`src/rtl/uart_rx_fifo.sv`:
```
// uart_rx_fifo
//   Receive-side byte buffer sitting directly behind the UART receiver.
//   Every byte flagged by the receiver's one-cycle rx_done pulse goes into a
//   circular first-word-fall-through FIFO. The host drains it through a
//   valid/ready stream. The FIFO also reports its fill level, a watermark
//   flag and a sticky overrun flag.
//
// Ports
//   clk            system clock
//   rst            asynchronous active-high reset
//   rx_data        byte from the receiver, qualified by rx_done
//   rx_done        one-cycle pulse: rx_data holds a new byte
//   m_data         head-of-FIFO byte (8'h00 while empty)
//   m_valid        FIFO non-empty
//   m_ready        consumer accepts m_data this cycle
//   flush          synchronous clear of the FIFO contents
//   overrun_clr    clears the sticky overrun flag
//   level          number of stored bytes, 0..DEPTH
//   watermark_hit  level >= WATERMARK
//   overrun        sticky: a byte was dropped because the FIFO was full

module uart_rx_fifo #(
    parameter int DEPTH     = 16,
    parameter int WATERMARK = 8
) (
    input  logic                     clk,
    input  logic                     rst,
    input  logic [7:0]               rx_data,
    input  logic                     rx_done,
    output logic [7:0]               m_data,
    output logic                     m_valid,
    input  logic                     m_ready,
    input  logic                     flush,
    input  logic                     overrun_clr,
    output logic [$clog2(DEPTH):0]   level,
    output logic                     watermark_hit,
    output logic                     overrun
);

    localparam int AW = $clog2(DEPTH);
    localparam int LW = AW + 1;

    logic [7:0]    mem [DEPTH];
    logic [AW-1:0] wr_ptr;
    logic [AW-1:0] rd_ptr;
    logic          full;
    logic          empty;
    logic          push;
    logic          pop;
    logic          drop;

    assign full  = (level == LW'(DEPTH));
    assign empty = (level == '0);
    assign pop   = m_valid & m_ready;
    // A full FIFO still takes a byte when a pop frees a slot in the same cycle.
    assign push  = rx_done & (~full | pop);
    // flush discards a coincident byte without counting it as an overrun.
    assign drop  = rx_done & full & ~pop & ~flush;

    assign m_valid       = ~empty;
    assign m_data        = empty ? 8'h00 : mem[rd_ptr];
    assign watermark_hit = (level >= LW'(WATERMARK));

    // Storage is deliberately left out of reset.
    always_ff @(posedge clk) begin
        if (push && !flush) begin
            mem[wr_ptr] <= rx_data;
        end
    end

    always_ff @(posedge clk or posedge rst) begin
        if (rst) begin
            wr_ptr <= '0;
            rd_ptr <= '0;
            level  <= '0;
        end else if (flush) begin
            wr_ptr <= '0;
            rd_ptr <= '0;
            level  <= '0;
        end else begin
            if (push) begin
                wr_ptr <= wr_ptr + AW'(1);
            end
            if (pop) begin
                rd_ptr <= rd_ptr + AW'(1);
            end
            case ({push, pop})
                2'b10:   level <= level + LW'(1);
                2'b01:   level <= level - LW'(1);
                default: level <= level;
            endcase
        end
    end

    // If a set and a clear arrive in the same cycle, the set wins.
    always_ff @(posedge clk or posedge rst) begin
        if (rst) begin
            overrun <= 1'b0;
        end else if (drop) begin
            overrun <= 1'b1;
        end else if (overrun_clr) begin
            overrun <= 1'b0;
        end
    end

endmodule

```
`config.mk`:
```
export PLATFORM = sky130hd
export DESIGN_NAME = uart_rx_fifo
export DESIGN_NICKNAME = d
export VERILOG_FILES = /design/src/rtl/uart_rx_fifo.sv
export SDC_FILE = /design/constraint.sdc
export NUM_CORES = 1
export LEC_CHECK = 0
export CAP_MARGIN = 25
export CORE_MARGIN = 2
export CORE_UTILIZATION = 59
export CTS_CLUSTER_SIZE = 8
export DETAILED_ROUTE_END_ITERATION = 8
export GPL_ROUTABILITY_DRIVEN = 0
export PLACE_DENSITY = 0.85
export SYNTH_ARGS = -nofsm -noshare
export SYNTH_HDL_FRONTEND = slang
export SYNTH_SLANG_ARGS = --single-unit
```
`constraint.sdc`:
```
create_clock -name clk -period 2.83 [get_ports clk]
set_input_delay 0.566 -clock clk [delete_from_list [all_inputs] [get_ports clk]]
set_output_delay 0.566 -clock clk [all_outputs]
set_load 0.005 [all_outputs]
```
Word-level counts from Yosys, hierarchy flattened
Memory sizes are Yosys's and may differ from the RTL's. Cells that the tools add are included.

Register bits: 14. Memory bits (writable): 128. Input port bits: 14. Output and inout port bits: 16. Word-level logic and storage cells: 41. Memories: 1.

Memory list: mem (words 16, width 8, rd ports 1, clocked after memory_dff 0, wr ports 1, RTL line 43) `logic [7:0] mem [DEPTH];`.

Add/sub/neg operators: 4. Magnitude comparators: 1. Equal/unequal tests: 3. Multiplexer cells: 11. Bitwise operators: 10. Reduce and logical (&&, ||, !) cells: 7.

Operator list (number): $mux 4 (4); $pmux 5 s2 (1); $add 4x1->4 const B (2); $mux 8 (1); $reduce_bool 2->1 (3); $add 5x1->5 const B (1); $and 1x1->1 (5); $eq 5x5->1 const B (1); $ge 5x4->1 const B (1); $logic_not 5->1 (1); $mux 5 (1); $sub 5x1->5 const B (1); $mux 1 (4); $not 1->1 (4); $reduce_bool 3->1 (1); $eq 2x1->1 const B (1); $eq 2x2->1 const B (1); $logic_and 1x1->1 (1); $logic_not 1->1 (1); $or 1x1->1 (1).

Depth between registers and ports, before layout
Gate-level depths: netlist of run 1.

Depth after elaboration: 8. Depth in mapped cells: 10. Gate-level depth less buffers: 9.

Worst setup path before layout of run 1
Ideal clock, no wire load.

Kind: input port to flip-flop. Start point: input port rx_done. End point: register level[4]. Setup time: 0.077 ns. Data arrival time: 2.327 ns. Required time: 2.753 ns. Slack: 0.426 ns. Stages: 10. Buffers on the path: 1. Path through: buf_2 -> nand2b_1 -> a21oi_4 -> xor2_1 -> ha_1 -> or3_1 -> a21oi_1 -> mux2i_1 -> or3_1 -> a21oi_1.

Cells in the longest elaborated chain, start to end: 4. Elaborated cells between the ends (all ways): 6. Those cells by class: eq/ne: 2; mux: 2; bitwise: 1; reduce/logical: 1.

Ends and longest elaborated chain: start: declaration (RTL line 29) `input logic rx_done,`; $and 1x1->1 * (RTL line 56) `assign push = rx_done & (~full | pop);`; $eq 2x1->1 or $eq 2x2->1 (tied branches) (RTL line 87) `case ({push, pop})`; $pmux 5 s2 (RTL line 87); $mux 5 (RTL line 76) `end else if (flush) begin`; end signal: assignment (RTL line 88) `2'b10: level <= level + LW'(1);`; end signal: assignment (RTL line 89) `2'b01: level <= level - LW'(1);`; end signal: assignment (RTL line 90) `default: level <= level;`; end: declaration (RTL line 35) `output logic [$clog2(DEPTH):0] level,`.

Mark *: on every way between the ends. The rest lies on a longest branch, timed or not. A chain may end at the register's enable or synchronous reset.

Final worst setup path of run 1
Start point: register rd_ptr[0]. End point: output port m_data[5].

Cells in the longest elaborated chain, start to end: 2.

Ends and longest elaborated chain: start: declaration (RTL line 45) `logic [AW-1:0] rd_ptr;`; start signal: assignment (RTL line 85) `rd_ptr <= rd_ptr + AW'(1);`; $mem_v2 16x8; $mux 8 (RTL line 61) `assign m_data = empty ? 8'h00 : mem[rd_ptr];`; end: declaration (RTL line 30) `output logic [7:0] m_data,`.

No other way between the ends.

==> results.txt, run 1 <==
The count of pins over their slew limit came out at 0. The filler-free cell count of the finished design came out at 530. In this run the standard cell core region covers 0.009684 mm². The post-route cell area is 0.007231 mm². The layout net count is 405. The count of mapped cells out of synthesis came out at 312.

The Yosys warning count is 0. The achievable clock frequency is 353.4 MHz. The power dissipated by switching net loads is 0.001699 W. The total power is 0.006590 W. The antenna violation net count after detailed routing came out at 0.

Global routing consumed, on the met2 layer, 45.90% of the routing resources. The first global-routing pass estimated 19360 µm of wire. The clock insertion delay at the later pin of the skew report came out at 0.52 ns. The cell area after synthesis came out at 0.005819 mm².

The critical path capture point type is a primary output. The detailed router finished its first iteration with 255 violations. The ratio of total power to cell area is 911.4 mW/mm².

The all-layer global routing usage is 26.88%. The measured slew at the worst slew-check pin is 0.6499 ns. Of the total power, the clock network draws 37.0%.

Sequential cells were found to cover 72.07% of the synthesized design area. The number of global-route vias before repair was 3381. Cells with a size suffix above 1 make up 31.74% of the layout. The flow ran to the end, and the final reports show no timing, DRC or antenna violations. Setup repair after global routing could not meet its margin everywhere. Combinational cells account for 26.1% of the total power.

The final clock period utilization by the worst path came out at 99.99%. The internal power of the cells totals 0.004891 W. The initial antenna violation count is 0. Counting flops and latches in the post-synthesis netlist gives 142.

The maximum resistive drop on vdd came out at 0.6294 mV. Grouping stages by cell kind, the critical path spends the most delay in multiplexers. Clock tree synthesis found a total of 142 sinks. Walking the worst path, the cells encountered are buf_6, buf_12, buf_12, mux4_2, mux2i_2, o22ai_1, buf_2.

In the final routed layout, each cell accounts on average for 24.59 µm. In the post-synthesis netlist, the biggest area contributors are sky130_fd_sc_hd__edfxtp_1 (66%), sky130_fd_sc_hd__mux4_2 (12%), sky130_fd_sc_hd__dfrtp_1 (6.0%), sky130_fd_sc_hd__mux2i_1 (3.3%), sky130_fd_sc_hd__ha_1 (1.5%). The number of vias in the routed layout is 3236. The clock period minus worst slack came out at 2.830 ns.

The maximum level of the CTS H-tree came out at 4. Data on the critical path is required at its endpoint by 2.26 ns. The horizontal die dimension is 103.3 µm.

The worst path arrival time is 2.26 ns. The clock tree from TritonCTS is yes. For this run, design rule violations remaining after detail routing come to 0. Yosys mapped the design onto 34 distinct sky130hd cell types.

In this run the worst path has a maximum fanout of 6. The final cell utilization of the core came out at 74.66%. Counting along the longest clock path gives a buffer depth of 2. The routed wire length came out at 13030 µm.

The buffers plus inverters on the worst setup path is 4. After synthesis, the largest area contributor takes up 66.05% of total cell area. The tree is rooted in a sky130_fd_sc_hd__clkbuf_8. The post-placement cell count came out at 488. The die is 103.3 µm tall. In this run the static leakage power is 2.480 nW. The proportion of total power due to net switching is 25.78%. The worst hold path belongs to the class input port to async pin. The detailed-route vias per instance is 6.106.

The half-perimeter wire length after placement came out at 7313 µm. The final-report hold violation count is 0. Buffers inserted to repair hold after CTS numbered 0. Once the floorplan was initialized, standard cells occupied 60.09% of the core. Compared with the post-synthesis result, the final layout area differs by 24.25%. The maximum number of pins on one net before global-route repair is 32. The I/O pin total is 30.

The met1 global-route usage is 31.73%. The slowest stage of the critical path belongs to the cell sky130_fd_sc_hd__mux4_2. The largest total area in the synthesized netlist belongs to sky130_fd_sc_hd__edfxtp_1. On the final layout, the worst clock skew is 0.008407 ns.

The count of fill cells added during filler insertion came out at 543. The mean instance size in the synthesized netlist came out at 18.65 µm². The number of endpoints failing setup at the final stage is 0. The startpoint type of the worst setup path is a flop.

The number of cell rows came out at 36. The net count after synthesis is 333. The iteration count of the initial detailed-routing pass came out at 5. The critical setup path kind is flop to primary output.

After clock tree synthesis, the clock-pin slew on the worst setup and hold paths is 0.06 ns. The part of the total power dissipated in sequential elements is 36.9%. For this run, the slowest stage of the critical path takes 0.52 ns. The most prevalent standard cell on the critical path is sky130_fd_sc_hd__buf_12.

The relative slew slack is 56.54%. The total global routing overflow came out at 0. In this run, CTS created clock tree buffers numbering 17. The count of input and output buffers is 29. The global routing stage identified its most utilized layer as met2. The die covers 0.01067 mm². The fraction of met3 tracks used by global routing came out at 6.922%.

The count of inserted antenna diode cells is 0. Once placement finished, the instance area stood at 0.006462 mm². The max-cap check violation count came out at 0.
power by group through the flow:
stage	registers, W	clock network [W]	logic [W]
2_1_floorplan	0.00245	0	0.000940
3_3_place_gp	0.00247	0	0.00147
3_5_place_dp	0.00248	0	0.00152
4_1_cts	0.00243	0.00245	0.00177
5_1_grt	0.00244	0.00254	0.00184
6_report	0.00243	0.00244	0.00172
final timing paths:
kind	from	endpoint	slack [ns]	cells past startpoint
worst max register to register	level[3]$_DFFE_PP0P_	level[4]$_DFFE_PP0P_	0.35	10
worst min register to register	overrun$_DFFE_PP0P_	overrun$_DFFE_PP0P_	0.55	2
max in group asynchronous	rst	rd_ptr[0]$_DFFE_PP0P_	2.05	2
min in group clk	overrun$_DFFE_PP0P_	overrun$_DFFE_PP0P_	0.55	2
worst min-delay path	rst	level[2]$_DFFE_PP0P_	0.39	2
worst max-delay path	rd_ptr[0]$_DFFE_PP0P_	m_data[5]	0.0002	7
sequential cells by signal (all words and copies together), names as in the netlist:
signal,flops
overrun,1
rd_ptr,4
wr_ptr,4
level,5
mem,128
layout by cell type, fill, tap and decap left out, types with 10 or more instances in the layout:
master and instances:
sky130_fd_sc_hd__edfxtp_1 128, sky130_fd_sc_hd__nand2_1 10, sky130_fd_sc_hd__buf_4 31, sky130_fd_sc_hd__clkbuf_16 16, sky130_fd_sc_hd__mux2i_1 13, sky130_fd_sc_hd__nor2_1 22, sky130_fd_sc_hd__mux4_2 32, sky130_fd_sc_hd__dfrtp_1 13
sky130_fd_sc_hd__clkdlybuf4s50_1 21
through the flow:
step,hold slack (ns),TNS (ns),worst slack (ns)
3_3_place_gp,0.5304,0,0.1611
6_report,0.3906,0,0.0002032
5_1_grt,0.4127,-0.2198,-0.06880
3_5_place_dp,0.5448,0,0.1206
2_1_floorplan,0.4552,0,0.4259
4_1_cts,0.3971,-0.01944,-0.01183
synth_stat cells:
cell type	count
sky130_fd_sc_hd__mux4_2	32
sky130_fd_sc_hd__a2111oi_0	1
sky130_fd_sc_hd__nor2_1	22
sky130_fd_sc_hd__buf_1	2
sky130_fd_sc_hd__clkbuf_1	4
sky130_fd_sc_hd__o32ai_1	1
sky130_fd_sc_hd__ha_1	7
sky130_fd_sc_hd__a31o_2	2
sky130_fd_sc_hd__a21o_1	1
sky130_fd_sc_hd__inv_1	7
sky130_fd_sc_hd__nor3b_2	1
sky130_fd_sc_hd__buf_2	8
sky130_fd_sc_hd__nand2b_1	4
sky130_fd_sc_hd__buf_4	1
sky130_fd_sc_hd__a21oi_1	6
sky130_fd_sc_hd__nor4_4	1
sky130_fd_sc_hd__and3_1	2
sky130_fd_sc_hd__o21ai_0	2
sky130_fd_sc_hd__or3_1	2
sky130_fd_sc_hd__nor2b_1	1
sky130_fd_sc_hd__a21oi_4	1
sky130_fd_sc_hd__xor2_1	6
sky130_fd_sc_hd__a21oi_2	1
sky130_fd_sc_hd__or2_2	1
sky130_fd_sc_hd__o22ai_1	8
sky130_fd_sc_hd__nand2_1	11
sky130_fd_sc_hd__nand3b_1	1
sky130_fd_sc_hd__a211oi_1	1
sky130_fd_sc_hd__nand3_1	6
sky130_fd_sc_hd__xnor2_1	4
sky130_fd_sc_hd__dfrtp_1	14
sky130_fd_sc_hd__edfxtp_1	128
sky130_fd_sc_hd__nor3_1	4
sky130_fd_sc_hd__mux2i_1	19
cell families after synthesis:
kind of cell / synth area share (%)
simple gates: 4.773
buf+inv: 1.656
flops: 72.07
fa+ha+maj: 1.505
xor+xnor: 1.505
mux: 15.65
compound gates: 2.838
layer usage:
metal | share of wire, % | vias up
met5 | 0 | -
met4 | 3.4 | 0
met3 | 6.1 | 25
met2 | 54 | 154
met1 | 37 | 1674
li1 | - | 1383
final cells by class:
| class | instances | area [µm²] | share of cell area [%] |
|---|---|---|---|
| sequential | 142 | 4195 | 58.02 |
| multi-input combinational | 148 | 1575 | 21.79 |
| timing repair buffer | 68 | 625.6 | 8.652 |
| clock buffer | 20 | 425.4 | 5.883 |
| clock inverter | 12 | 216.5 | 2.994 |
| tap | 133 | 166.4 | 2.301 |
| inverter | 7 | 26.28 | 0.3634 |
repair_timing:
item,CTS,global route
setup endpoints to repair,8,8
cloned,1,0
pin swaps,7,4
buffers inserted,9,2
endpoints found under the hold margin,0,0
gates resized for setup,43,5
(Power assumes the default switching activity.)
==> run 2: changes to the inputs <==
SLEW_MARGIN = 20   (was unset)
==> results of run 2 <==
Final layout, timing and power as in run 1 (identical DEF).
